### src/rtl/key_debounce_multi.sv
// Multi-channel push-button conditioner.
// Each channel: 2-FF synchroniser, consecutive-sample debounce, debounced level,
// press/release strobes, long-press detection and optional auto-repeat.
// All outputs are registered and synchronous to clk.
module key_debounce_multi #(
    parameter int unsigned NUM_KEYS     = 4,
    parameter int unsigned DEBOUNCE_CYC = 1000000,
    parameter int unsigned LONG_CYC     = 100000000,
    parameter int unsigned REPEAT_CYC   = 20000000,
    parameter int unsigned ACTIVE_LOW   = 1
) (
    input  logic                clk,
    input  logic                rst_n,
    input  logic [NUM_KEYS-1:0] key_in,
    output logic [NUM_KEYS-1:0] key_level,
    output logic [NUM_KEYS-1:0] key_press,
    output logic [NUM_KEYS-1:0] key_release,
    output logic [NUM_KEYS-1:0] key_long,
    output logic [NUM_KEYS-1:0] key_repeat
);

    // Debounce counter never exceeds DEBOUNCE_CYC-1.
    localparam int unsigned DW = (DEBOUNCE_CYC > 1) ? $clog2(DEBOUNCE_CYC + 1) : 1;
    localparam logic [DW-1:0] DEB_TERM = DW'(DEBOUNCE_CYC - 1);

    // Hold counter covers the larger of the long and repeat terminal values.
    localparam int unsigned HMAX = (LONG_CYC > REPEAT_CYC) ? LONG_CYC : REPEAT_CYC;
    localparam int unsigned HW   = (HMAX > 1) ? $clog2(HMAX + 1) : 1;
    localparam logic [HW-1:0] LONG_TERM   = HW'(LONG_CYC - 1);
    localparam logic [HW-1:0] REPEAT_TERM = (REPEAT_CYC > 0) ? HW'(REPEAT_CYC - 1) : '0;
    localparam bit REPEAT_EN = (REPEAT_CYC > 0);

    // Pin level of a released key; synchroniser resets to it so reset release
    // with idle keys produces no press.
    localparam logic IDLE_PIN = (ACTIVE_LOW != 0) ? 1'b1 : 1'b0;

    typedef enum logic [1:0] {
        StIdle,
        StHold,
        StLong
    } hold_st_e;

    for (genvar i = 0; i < NUM_KEYS; i++) begin : g_ch

        logic          s1_q, s2_q;
        logic          sync;
        logic [DW-1:0] dcnt_q, dcnt_d;
        logic          level_q, level_d;
        logic          press_ev, release_ev;
        logic          press_q, release_q;
        hold_st_e      state_q, state_d;
        logic [HW-1:0] hcnt_q, hcnt_d;
        logic          long_q, long_d;
        logic          repeat_q, repeat_d;

        // Two-stage synchroniser for the asynchronous pin.
        always_ff @(posedge clk) begin
            if (!rst_n) begin
                s1_q <= IDLE_PIN;
                s2_q <= IDLE_PIN;
            end else begin
                s1_q <= key_in[i];
                s2_q <= s1_q;
            end
        end

        // Normalise polarity: 1 = pressed.
        assign sync = s2_q ^ IDLE_PIN;

        // Debounce: accept a new level after DEBOUNCE_CYC consecutive differing samples.
        always_comb begin
            dcnt_d     = dcnt_q;
            level_d    = level_q;
            press_ev   = 1'b0;
            release_ev = 1'b0;
            if (sync == level_q) begin
                dcnt_d = '0;
            end else if (dcnt_q >= DEB_TERM) begin
                level_d    = sync;
                dcnt_d     = '0;
                press_ev   = sync;
                release_ev = ~sync;
            end else begin
                dcnt_d = dcnt_q + DW'(1);
            end
        end

        // Hold FSM state register.
        always_ff @(posedge clk) begin
            if (!rst_n) begin
                state_q <= StIdle;
            end else begin
                state_q <= state_d;
            end
        end

        // Hold FSM next-state logic; release always wins and returns to idle.
        always_comb begin
            state_d = state_q;
            unique case (state_q)
                StIdle: begin
                    if (press_ev) begin
                        state_d = StHold;
                    end
                end
                StHold: begin
                    if (release_ev) begin
                        state_d = StIdle;
                    end else if (hcnt_q >= LONG_TERM) begin
                        state_d = StLong;
                    end
                end
                StLong: begin
                    if (release_ev) begin
                        state_d = StIdle;
                    end
                end
                default: state_d = StIdle;
            endcase
        end

        // Hold FSM outputs: hold counter and long/repeat pulses.
        always_comb begin
            hcnt_d   = hcnt_q;
            long_d   = 1'b0;
            repeat_d = 1'b0;
            if (!level_q || press_ev || release_ev) begin
                // Released, or a press/release edge this cycle: no pulse may coincide.
                hcnt_d = '0;
            end else begin
                unique case (state_q)
                    StHold: begin
                        if (hcnt_q >= LONG_TERM) begin
                            long_d = 1'b1;
                            hcnt_d = '0;
                        end else begin
                            hcnt_d = hcnt_q + HW'(1);
                        end
                    end
                    StLong: begin
                        // With repeat disabled the counter stays frozen.
                        if (REPEAT_EN) begin
                            if (hcnt_q >= REPEAT_TERM) begin
                                repeat_d = 1'b1;
                                hcnt_d   = '0;
                            end else begin
                                hcnt_d = hcnt_q + HW'(1);
                            end
                        end
                    end
                    default: hcnt_d = '0;
                endcase
            end
        end

        // Datapath and registered output strobes.
        always_ff @(posedge clk) begin
            if (!rst_n) begin
                dcnt_q    <= '0;
                level_q   <= 1'b0;
                press_q   <= 1'b0;
                release_q <= 1'b0;
                hcnt_q    <= '0;
                long_q    <= 1'b0;
                repeat_q  <= 1'b0;
            end else begin
                dcnt_q    <= dcnt_d;
                level_q   <= level_d;
                press_q   <= press_ev;
                release_q <= release_ev;
                hcnt_q    <= hcnt_d;
                long_q    <= long_d;
                repeat_q  <= repeat_d;
            end
        end

        assign key_level[i]   = level_q;
        assign key_press[i]   = press_q;
        assign key_release[i] = release_q;
        assign key_long[i]    = long_q;
        assign key_repeat[i]  = repeat_q;
    end

endmodule
### config.mk
export PLATFORM = sky130hd
export DESIGN_NAME = key_debounce_multi
export DESIGN_NICKNAME = d
export VERILOG_FILES = /design/src/rtl/key_debounce_multi.sv
export SDC_FILE = /design/constraint.sdc
export NUM_CORES = 1
export LEC_CHECK = 0
export CORE_MARGIN = 3
export CORE_UTILIZATION = 35
export CTS_BUF_LIST = sky130_fd_sc_hd__clkbuf_2
export DETAILED_ROUTE_END_ITERATION = 8
export PLACE_DENSITY = 0.59
export SYNTH_ARGS = -nofsm -noshare
export SYNTH_HDL_FRONTEND = slang
export SYNTH_SLANG_ARGS = --single-unit
### constraint.sdc
create_clock -name clk -period 2.91 [get_ports clk]
set_input_delay 0.873 -clock clk [delete_from_list [all_inputs] [get_ports clk]]
set_output_delay 0.873 -clock clk [all_outputs]
set_load 0.02 [all_outputs]
# After elaboration in Yosys (flattened, before gate mapping)
# Cells that the tools add are included.
# word_totals
reg_bits	224
elab_cells	197
out_inout_bits	20
in_bits	6
# op_classes
n_eq_ne	24
n_mux	56
reduce_logical	40
bitwise	17
add_sub_neg	8
order_cmp	12
# op_table
operator	count
two-way mux 27 bit	8
one-hot mux 27 bit (2 select lines)	4
adder 27 x 1 -> 27 bit, second input constant	4
>= comparator 27 x 25 -> 1 bit, second input constant	4
>= comparator 27 bit, second input constant	4
adder 20 x 1 -> 20 bit, second input constant	4
>= comparator 20 bit, second input constant	4
OR reduction 3 bit	12
two-way mux 2 bit	16
two-way mux 1 bit	24
one-hot mux 2 bit (3 select lines)	4
NOT 1 bit	17
!= test 2 bit, second input constant	8
!= test 3 bit, second input constant	4
AND reduction 3 bit	4
equality test 2 x 1 -> 1 bit, second input constant	4
equality test 2 bit, second input constant	4
zero test 2 bit	4
logical OR 1 bit	8
AND reduction 2 bit	4
OR reduction 2 bit	4
equality test 1 bit	4
zero test 1 bit	4

# Logic depth before layout (Yosys ltp)
# logic_depth
ltp_word	6
ltp_mapped	10
mapped_depth_nobuf	8

# Least setup slack after synthesis
# OpenSTA, ideal clock, no wires.
# synth_path
path_kind	flip-flop to flip-flop
start	register g_ch[0].hcnt_q[14]
end	register g_ch[0].hcnt_q[21]
setup_ps	115
setup_slack_ps	718
path_buffers	2
t_arrival_ps	2077
required_ps	2795
stages_incl_launch_ff	9
period_less_slack_ps	2192
cell_sequence	dfxtp_1 -> or4_1 -> or4_1 -> a211oi_2 -> or3_1 -> a211o_1 -> buf_6 -> buf_6 -> nor2_1
# synth_via
elab_chain_cells	3
word_cells_on_any_way	6
cone_classes	add/sub: 1; order compare: 2; mux: 3
# synth_lines
element	line	rtl
start: declaration	52	logic [HW-1:0] hcnt_q, hcnt_d;
start signal: assignment	171	hcnt_q <= hcnt_d;
adder 27 x 1 -> 27 bit, or another cell as far along	137, 147	
two-way mux 27 bit, on equally long branches	143, 133	
one-hot mux 27 bit (2 select lines) *	131	unique case (state_q)
# Mark *: on every way between the ends. The rest lies on a longest branch, timed or not.
# A chain may end at the register's enable or synchronous reset.

# Worst setup path in the final report
# layout_path
start	register g_ch[2].level_q
end	output port key_level[2]
# layout_lines
element	line	rtl
start: declaration	48	logic level_q, level_d;
start signal: assignment	168	level_q <= level_d;
end: declaration	15	output logic [NUM_KEYS-1:0] key_level,
# No word-level cell between the ends.

==> flow_metrics.py <==
metrics = {
    "global_routing": {
        "first_global_vias": 7905,
        "gr-usage-met3_pct": 2.99,
        "grt_pass1_wl_microns": 35500,
        "antenna_found_initial": 2,
        "grt_max_degree": 28,
        "overflow": 0,
        "grt_use_met2_pct": 20.0,
        "use_met1_pct": 17.6,
        "grt_usage_pct": 12.9,
        "busiest_layer": "met2",
    },
    "pwr": {
        "cell_internal_pwr_mw": 4.10,
        "seqPwrFrac_pct": 56.4,
        "p_switching_mw": 1.35,
        "switching_share_pct": 24.8,
        "p_comb_share_pct": 0.8,
        "p_leak_nw": 3.95,
        "max-vdd-ir-drop_uv": 189,
        "p_per_area_nw_per_um2": 472,
        "clkPwrFrac_pct": 42.8,
    },
    "clock_network": {
        "cts_root_buf": "clkbuf_2",
        "clk_latency_ns": 0.86,
        "cts_tree": "yes",
        "cts.sinks": 224,
        "numCtsBuffers": 61,
        "clk_pin_slew_worst_paths_ns": 0.09,
        "htree_levels": 2,
        "cts-root-to-sink-buffers": 3,
        "hold_buffers": 0,
    },
    "setup_path": {
        "startpoint_type": "register",
        "path_max_fanout": 8,
        "cpPeakStageDelay_ns": 0.64,
        "cp_slowest_cell": "clkdlybuf4s50_1",
        "cp.required_ns": 2.04,
        "crit_buf_inv": 1,
        "r2r-end": "g_ch[3].hcnt_q[10]",
        "crit_path_cell_trace": "clkdlybuf4s50_1",
        "path_delay_family": "buffers and inverters",
        "rrSetupSlack_ns": 0.47,
        "rr_startpoint": "g_ch[3].dcnt_q[0]",
        "worst_setup_path_end_kind": "output port",
        "arrival_ns": 1.87,
        "path_class": "reg2out",
        "r2r_cells": 8,
    },
    "place": {
        "portBuffers": 25,
        "dpl-instance-area_sq_um": 11000,
        "gp_congestion": 0.768,
        "hpwlAfterDp_microns": 13600,
    },
    "detailed_routing": {
        "routed_wl_microns": 20300,
        "initialDrtViolationCount": 390,
        "drc": 0,
        "wire_per_inst_microns": 11.9,
        "vias": 8293,
        "vias_per_cell": 4.88,
        "final_antenna_net_count": 0,
        "dr.pass1.iters": 4,
    },
    "logic_synthesis": {
        "ys_ff_latch": 224,
        "syn_area_sq_um": 10500,
        "ys_seq_area_share_pct": 42.8,
        "synth_edf_count": 0,
        "syn_inst": 1227,
        "ys_types": 66,
        "synth-async-reset-ratio_pct": 0,
        "syn_avg_cell_area_sq_um": 8.53,
        "ys.flop_type": "dfxtp_1",
        "synth_nets": 1253,
        "yosysWarnings": 0,
    },
    "min_path": {
        "worstHoldEndpoint": "g_ch[3].s2_q",
        "hp-start": "g_ch[3].s1_q",
        "hold_class": "reg2reg",
        "worstHoldPathCells": 1,
    },
    "floorplanning": {
        "core_sq_um": 29100,
        "dieArea_sq_um": 32000,
        "initial_core_util_pct": 36.0,
        "dieHeight_microns": 179,
        "die_w_microns": 179,
        "io_pins": 26,
        "fp-row-count": 62,
    },
    "sta": {
        "max_slew_margin_pct": 50.0,
        "final.setup.tns_ns": 0,
        "timing.final.crit_share_pct": 94.2,
        "rsz0062_at_grt": "no",
        "min_period_ns": 2.74,
        "max_freq_mhz": 365,
        "tightest_slew_ns": 0.742,
        "setup_violations": 0,
        "fin_skew_ns": 0.0828,
        "final-max-slew-violation-count": 0,
        "hold_viol_final": 0,
    },
    "final_layout": {
        "fillerInstances": 3033,
        "final_cell_mix": "224 x nor2_1, 223 x dfxtp_1, 104 x xor2_1",
        "layout_commonest_cell": "nor2_1",
        "layout.nets": 1294,
        "syn2layout_area_growth_pct": 10.4,
        "design_area_sq_um": 11600,
        "drive_above_1_share_pct": 9.57,
    },
    "run_status": {
        "status": "finished, final reports clean",
    },
    "flow_run": {
        "max_cap_violations": 0,
    },
}
==> synthesized netlist by cell type (all sizes together) (3+ instances only) <==
master | n | share of area [%]
and2 | 14 | 0.84
and3 | 39 | 2.3
o31ai | 4 | 0.29
or2 | 3 | 0.18
and4 | 22 | 1.8
xnor2 | 64 | 5.4
o21a | 4 | 0.29
nor2b | 7 | 0.42
nand2 | 97 | 3.5
xor2 | 104 | 8.7
a21oi | 14 | 0.67
o31a | 4 | 0.33
o211ai | 8 | 0.57
or3 | 7 | 0.42
buf | 32 | 2.2
a211oi | 10 | 0.76
ha | 20 | 2.4
a31oi | 10 | 0.60
nand2b | 12 | 0.72
o21ai | 16 | 0.80
nor3 | 46 | 2.2
nand4b | 3 | 0.25
inv | 29 | 1.0
or4 | 7 | 0.50
nor2 | 224 | 8.0
clkbuf | 28 | 1.0
a211o | 7 | 0.59
nand4 | 32 | 1.9
dfxtp | 224 | 43
a21o | 4 | 0.29
nand3 | 74 | 3.5
nor3b | 5 | 0.36
o2111ai | 5 | 0.48
nor4 | 15 | 0.90
==> worst max path at each step <==
stage,depth (start not counted),start,endpoint,slack [ns]
global placement,4,rst_n,g_ch[0].dcnt_q[1],0.41
finish,1,g_ch[2].level_q,key_level[2],0.17
floorplan,8,g_ch[0].hcnt_q[14],g_ch[0].hcnt_q[21],0.72
global route,1,g_ch[2].level_q,key_level[2],0.07
detailed placement,4,rst_n,g_ch[0].dcnt_q[3],0.38
CTS,1,g_ch[2].level_q,key_level[2],0.07
==> timing repair <==
action,CTS,global route
setup endpoints to repair,4,0
buffers inserted,0,0
resized for setup,4,0
==> sequential cells by signal (all words and copies together), names as in the netlist <==
name and flops:
g_ch.dcnt_q 80, g_ch.long_q 4, g_ch.release_q 4, g_ch.s1_q 4, g_ch.press_q 4, g_ch.level_q 4, g_ch.hcnt_q 108, g_ch.repeat_q 4
g_ch.s2_q 4, g_ch.state_q 8
==> kinds of logic after synthesis <==
family,share of synthesized area (%)
and+or+nand+nor,28.5
DFF,42.8
xor gates and xnor gates,14.1
AOI/OAI and AO/OA,7.93
buffers and inverters,4.28
adders and majority gates,2.39
==> power groups by stage <==
stage                     logic [mW]  clock network, mW  registers (mW)
final                         0.0438               2.33            3.08
after global routing          0.0487               2.62            3.08
after global placement        0.0446                  0            3.15
after detailed placement      0.0445                  0            3.15
after CTS                     0.0447               2.47            3.08
after floorplan               0.0255                  0            3.14
==> layer usage <==
metal  share of wire, %  up-vias  routed length, microns
li1                   -     4333                       -
met1                 50     3821                   10200
met2                 44       95                    8880
met3                3.7       44                     760
met4                2.3        0                     474
met5                  0        -                       0
==> final cells by class <==
cell class,count,area [sq um],share of cell area [%]
Tap cell,384,480,4.16
Multi-Input combinational cell,914,5540,47.9
Antenna cell,1,2.50,0.0217
Sequential cell,224,4490,38.8
Clock inverter,22,149,1.29
Timing Repair Buffer,38,344,2.98
Clock buffer,89,445,3.86
Inverter,29,109,0.942
==> per-stage QoR <==
stage                     power, mW  setup slack [ns]  utilization [%]  hold slack (ns)  cells
final                          5.45             0.168             39.7            0.394   1701
after global routing           5.74            0.0733             39.7            0.401   1701
after CTS                      5.59            0.0685             39.7            0.406   1700
after detailed placement       3.19             0.384             37.7            0.395   1589
after global placement         3.19             0.414             37.7            0.389   1589
after floorplan                3.17             0.718                -            0.386   1227
Note: power is estimated with default switching activity, not from simulation.
